## config.mk

```make
export PLATFORM = sky130hd
export DESIGN_NAME = av_snapshot_regs_flat
export DESIGN_NICKNAME = d
export VERILOG_FILES = /design/src/rtl/av_snapshot_regs_if.sv /design/src/rtl/av_snapshot_regs.sv /design/src/flat_wrapper.sv
export SDC_FILE = /design/constraint.sdc
export NUM_CORES = 1
export LEC_CHECK = 0
export CORE_UTILIZATION = 51
export DETAILED_ROUTE_END_ITERATION = 16
export HOLD_SLACK_MARGIN = 0.03
export PLACE_DENSITY_LB_ADDON = 0.15
export SLEW_MARGIN = 30
export SYNTH_ARGS = -nofsm -noshare
export SYNTH_HDL_FRONTEND = slang
export SYNTH_SLANG_ARGS = --single-unit
```

## constraint.sdc

```tcl
create_clock -name clk -period 12.4 [get_ports clk]
set_clock_uncertainty 0.2 [all_clocks]
set_input_delay 1.86 -clock clk [delete_from_list [all_inputs] [get_ports clk]]
set_output_delay 1.86 -clock clk [all_outputs]
set_load 0.01 [all_outputs]
```

## src/rtl/av_snapshot_regs_if.sv

```systemverilog
// av_snapshot_regs_if: Avalon-MM slave bus bundle for the snapshot register bank.
interface av_snapshot_regs_if #(
    parameter int ADDR_W = 5,
    parameter int DATA_W = 32
);
    logic [ADDR_W-1:0] address;
    logic              read;
    logic              write;
    logic [DATA_W-1:0] writedata;
    logic [DATA_W-1:0] readdata;
    modport master(output address, read, write, writedata, input readdata);
    modport slave(input address, read, write, writedata, output readdata);
endinterface

```

## src/rtl/av_snapshot_regs.sv

```systemverilog
// av_snapshot_regs: Avalon-MM bank queueing UDP status snapshots in a FIFO with irq, freeze and counters.
module av_snapshot_regs #(
    parameter int NUM_REGS = 8,
    parameter int DATA_W   = 32,
    parameter int DEPTH    = 4,
    parameter int ADDR_W   = 5
) (
    input  logic                       clk,
    input  logic                       reset,
    av_snapshot_regs_if.slave          av,
    input  logic [NUM_REGS*DATA_W-1:0] reg_in,
    input  logic                       udp_data_valid,
    output logic                       av_irq
);
    localparam int AW = $clog2(DEPTH);
    localparam int LW = AW + 1;

    logic [NUM_REGS*DATA_W-1:0] mem [DEPTH];
    logic [LW-1:0]     wp, rp, level, level_next;
    logic [1:0]        ctrl;
    logic              overflow, dv_d;
    logic [DATA_W-1:0] overrun_cnt, snap_cnt, rd_mux;
    logic [31:0]       status;
    logic [ADDR_W-1:0] widx;
    logic              empty, full, cap, pop, push, drop, in_head, ovf_clr, orun_clr;

    always_comb begin
        level      = wp - rp;
        empty      = level == '0;
        full       = level == LW'(DEPTH);
        cap        = udp_data_valid & ~dv_d;
        pop        = av.write && av.address == ADDR_W'(2) && av.writedata[0] && !empty;
        ovf_clr    = av.write && av.address == ADDR_W'(2) && av.writedata[1];
        orun_clr   = av.write && av.address == ADDR_W'(3);
        push       = cap & ~ctrl[1] & (~full | pop);
        drop       = cap & ~ctrl[1] & full & ~pop;
        level_next = level + LW'(push) - LW'(pop);
        widx       = av.address - ADDR_W'(8);
        in_head    = av.address >= ADDR_W'(8) && int'(av.address) < 8 + NUM_REGS && !empty;
        status     = {20'd0, udp_data_valid, overflow, full, empty, 3'd0, 5'(level)};
        rd_mux     = in_head ? mem[rp[AW-1:0]][int'(widx)*DATA_W +: DATA_W] :
                     av.address == ADDR_W'(0) ? DATA_W'(ctrl) :
                     av.address == ADDR_W'(1) ? status[DATA_W-1:0] :
                     av.address == ADDR_W'(3) ? overrun_cnt :
                     av.address == ADDR_W'(4) ? snap_cnt : '0;
    end

    // Tracked through reset too, so a level held high across reset is not seen as a new edge.
    always_ff @(posedge clk) dv_d <= udp_data_valid;

    always_ff @(posedge clk) if (push && !reset) mem[wp[AW-1:0]] <= reg_in;

    always_ff @(posedge clk) begin
        if (reset) begin
            wp          <= '0;
            rp          <= '0;
            ctrl        <= '0;
            overflow    <= 1'b0;
            overrun_cnt <= '0;
            snap_cnt    <= '0;
            av.readdata <= '0;
            av_irq      <= 1'b0;
        end else begin
            if (av.read) av.readdata <= rd_mux;
            if (av.write && av.address == ADDR_W'(0)) ctrl <= av.writedata[1:0];
            if (push) wp <= wp + LW'(1);
            if (pop) rp <= rp + LW'(1);
            overflow    <= drop | (overflow & ~ovf_clr);
            overrun_cnt <= orun_clr ? DATA_W'(drop) :
                           (drop && ~&overrun_cnt) ? overrun_cnt + DATA_W'(1) : overrun_cnt;
            snap_cnt    <= (push && ~&snap_cnt) ? snap_cnt + DATA_W'(1) : snap_cnt;
            av_irq      <= ctrl[0] & (level_next != '0);
        end
    end
endmodule

```

## src/flat_wrapper.sv

```systemverilog
// flat-port wrapper written by rule: the top's interface ports become plain ports
module av_snapshot_regs_flat 
#(
    parameter int NUM_REGS = 8,
    parameter int DATA_W   = 32,
    parameter int DEPTH    = 4,
    parameter int ADDR_W   = 5
)
  (clk, reset, reg_in, udp_data_valid, av_irq, av_address, av_read, av_write, av_writedata, av_readdata);
  av_snapshot_regs_if #(.ADDR_W(ADDR_W), .DATA_W(DATA_W)) av_i ();
  input  logic clk;
  input  logic reset;
  input  logic [NUM_REGS*DATA_W-1:0] reg_in;
  input  logic udp_data_valid;
  output logic av_irq;
  input wire logic [$bits(av_i.address)-1:0] av_address;
  input wire logic [$bits(av_i.read)-1:0] av_read;
  input wire logic [$bits(av_i.write)-1:0] av_write;
  input wire logic [$bits(av_i.writedata)-1:0] av_writedata;
  output wire logic [$bits(av_i.readdata)-1:0] av_readdata;
  assign av_i.address = av_address;
  assign av_i.read = av_read;
  assign av_i.write = av_write;
  assign av_i.writedata = av_writedata;
  assign av_readdata = av_i.readdata;
  av_snapshot_regs #(.NUM_REGS(NUM_REGS), .DATA_W(DATA_W), .DEPTH(DEPTH), .ADDR_W(ADDR_W)) u_core (.clk(clk), .reset(reset), .av(av_i), .reg_in(reg_in), .udp_data_valid(udp_data_valid), .av_irq(av_irq));
endmodule
```

==> flow_metrics.tcl <==
set metrics [dict create \
    syn-num-nets 2636 \
    status "complete, no violations" \
    crit_required_ns 12.49 \
    fin_crit_ns 6.04 \
    hold_class "register to register" \
    worstSetupEndpointType "register" \
    cts_sinks 1133 \
    async_flop_share 0 \
    synth_edf_count 1024 \
    p_int_w 0.00623 \
    gp_congestion 0.932 \
    postCtsResizedCells 0 \
    cts_htree_levels 3 \
    dieArea_um2 88200 \
    start_util 0.518 \
    grt_usage 0.242 \
    worst_path_most_repeated_cell "buf_4" \
    max_stage_delay_ns 0.81 \
    rows 107 \
    grt_pass1_vias 23800 \
    layout-area-overhead-vs-synth_pct 17.9 \
    cts-buffers-inserted 114 \
    synth_area_leader_cell "edfxtp_1" \
    power.share.clock 0.422 \
    power_density_nw_per_um2 149 \
    slew_headroom 0.236 \
    utilization 0.611 \
    worst_slew_pin_slew_ns 1.14 \
    antenna_found_initial 31 \
    yosysMostFrequentCell "edfxtp_1" \
    synthCells 2326 \
    finalMaxSlewViolations 0 \
    timing.rr.start "u_core.wp[0]" \
    seq_power_share 0.540 \
    core_area_um2 85700 \
    start_kind "input port" \
    p_leak_nw 16.1 \
    drc 0 \
    p_sw_w 0.00159 \
    yosysWarnings 0 \
    grt_max_degree 147 \
    drtPass1Iterations 6 \
    nets 2964 \
    post-route-period-util 0.487 \
    path_clk_slew_ns 0.06 \
    synth_cell_types 66 \
    clockBufferDepth 3 \
    yosys-top-cells-area "edfxtp_1, mux4_2, dfxtp_1" \
    hold_viol_final 0 \
    maxCapViolCount 0 \
    grt_pass1_wl_um 157000 \
    cts_root_buf "clkbuf_16" \
    arrival_ns 6.13 \
    ys_top_cells_by_count "edfxtp_1, mux4_2, mux2i_1, dfxtp_1, nor2_1" \
    synth.avg_cell_area_um2 19.1 \
    postCtsHoldBufs 0 \
    finalPower_w 0.00781 \
    synth-seq-cells 1133 \
    avgViaCountPerCell 6.00 \
    drt-initial-drc-count 2214 \
    syn_area_um2 44400 \
    rsz0062_at_grt "false" \
    crit_path_top_delay_cell "buf_4" \
    layout-drive-gt1-share 0.175 \
    ioPinCount 331 \
    fin_cells 3901 \
    cts_tree "built" \
    seq_area_um2 32900 \
    dp_hpwl_um 67100 \
    placed_area_um2 48700 \
    cp_max_fo 56 \
    comb_power_share 0.039 \
    hp-start "u_core.av.readdata[30]" \
    crit_chain "clkdlybuf4s50_1, or3_1, o211ai_4, nand2_4, clkinv_1, and3_4, buf_4, buf_4" \
    numPortBuffers 300 \
    insertion_delay_ns 0.67 \
    wl_per_cell_um 27.4 \
    max_freq_ghz 0.166 \
    max-vdd-ir-drop_v 0.000124 \
    swShare 0.203 \
    path_class "input port to register" \
    overflow 0 \
    multiInputGateArea_um2 10800 \
    die_w_um 297 \
    post-cts-setup-buffers 0 \
    cp-startpoint "av_address[3]" \
    drt-total-wl_um 107000 \
    ys_seq_area_frac 0.742 \
    post-place-cells 3681 \
    synthFlopType "edfxtp_1" \
    setup_viol 0 \
    vias 23400 \
    synth_top_area_frac 0.693 \
    die_height_um 297 \
    stdcell_area_um2 52300 \
    nFillCells 6181 \
    ant_nets 0 \
    setup-tns-final_ns 0 \
]
==> path summary, 6_finish.rpt <==
| kind | end | slack, ns | cells after the start |
|---|---|---|---|
| max reg2reg | u_core.mem[1][181] | 7.43 | 10 |
| max | u_core.mem[1][181] | 6.36 | 8 |
| min | u_core.av.readdata[30] | 0.29 | 1 |
| min reg2reg | u_core.av.readdata[30] | 0.29 | 1 |
==> power groups by stage <==
stage	Combinational (W)	Sequential, W	Clock (W)
5_1_grt	0.000319	0.00422	0.00349
3_3_place_gp	0.000292	0.00430	0
4_1_cts	0.000302	0.00422	0.00335
6_report	0.000301	0.00422	0.00330
3_5_place_dp	0.000301	0.00430	0
2_1_floorplan	0.000109	0.00431	0
==> worst max-delay path, delay by kind of cell <==
family                 cells  cell delay (ns)
buffers and inverters      4             2.29
and+or+nand+nor            3             1.44
AOI/OAI and AO/OA          1             0.42
==> registers in the layout, summed over array words and instances, names as in the netlist, 2 cells and up, named ones only <==
name,cells
u_core.rp,3
u_core.wp,3
u_core.mem,1024
u_core.av.readdata,32
u_core.ctrl,2
u_core.snap_cnt,32
u_core.overrun_cnt,32
==> kinds of logic (layout without fill, tap and decap cells) <==
family,count (synthesis),in the layout,share of synthesized area
AO/OA/AOI/OAI,258,258,0.0464
XOR/XNOR,52,52,0.0106
other,0,8,0
flip-flops,1133,1133,0.742
AND/OR/NAND/NOR,338,338,0.0382
adder cells (fa/ha/maj),12,12,0.00372
multiplexers,392,392,0.143
buffers and inverters,141,564,0.0158
==> layout make-up <==
cell class,count,share of cell area
antenna,8,0.000382
clock buffer,137,0.0565
clock inverter,74,0.0127
inverter,11,0.000789
multi-input combinational,1052,0.207
sequential,1133,0.629
tap,1144,0.0273
timing repair buffer,342,0.0660
==> per-layer routing <==
layer / GRT usage / wire, um / up-vias
li1: - / - / 10300
met1: 0.329 / 43600 / 12100
met2: 0.401 / 52900 / 791
met3: 0.0527 / 7850 / 175
met4: 0.0544 / 2280 / 46
met5: 0 / 291 / -
==> stage by stage <==
step	setup slack, ns	hold WS (ns)
after global placement	5.72	0.276
after CTS	6.41	0.298
final	6.36	0.295
after global routing	6.17	0.317
after floorplan	2.70	0.237
after detailed placement	5.69	0.285
==> layout by cell type, fill, tap and decap left out, drive strengths merged, types with 7 or more instances in the layout <==
cell           instances
clkinv                55
dfxtp                109
a2111oi               13
and3                  19
o22ai                 30
o221ai                30
o21ai                 13
bufinv                 9
clkdlybuf4s50        297
mux4                 190
mux2                  50
inv                   15
edfxtp              1024
a22o                  25
a211oi                40
ha                    10
xor2                  24
nor2                 102
buf                   45
xnor2                 27
a221o                 30
nor3                  33
diode                  8
nand4                 27
a21oi                 25
nand3                 33
a221oi                29
nand2                 71
clkbuf               137
mux2i                152
and4                   7
and2                   9
No activity file was read; power rests on OpenSTA's default activity.
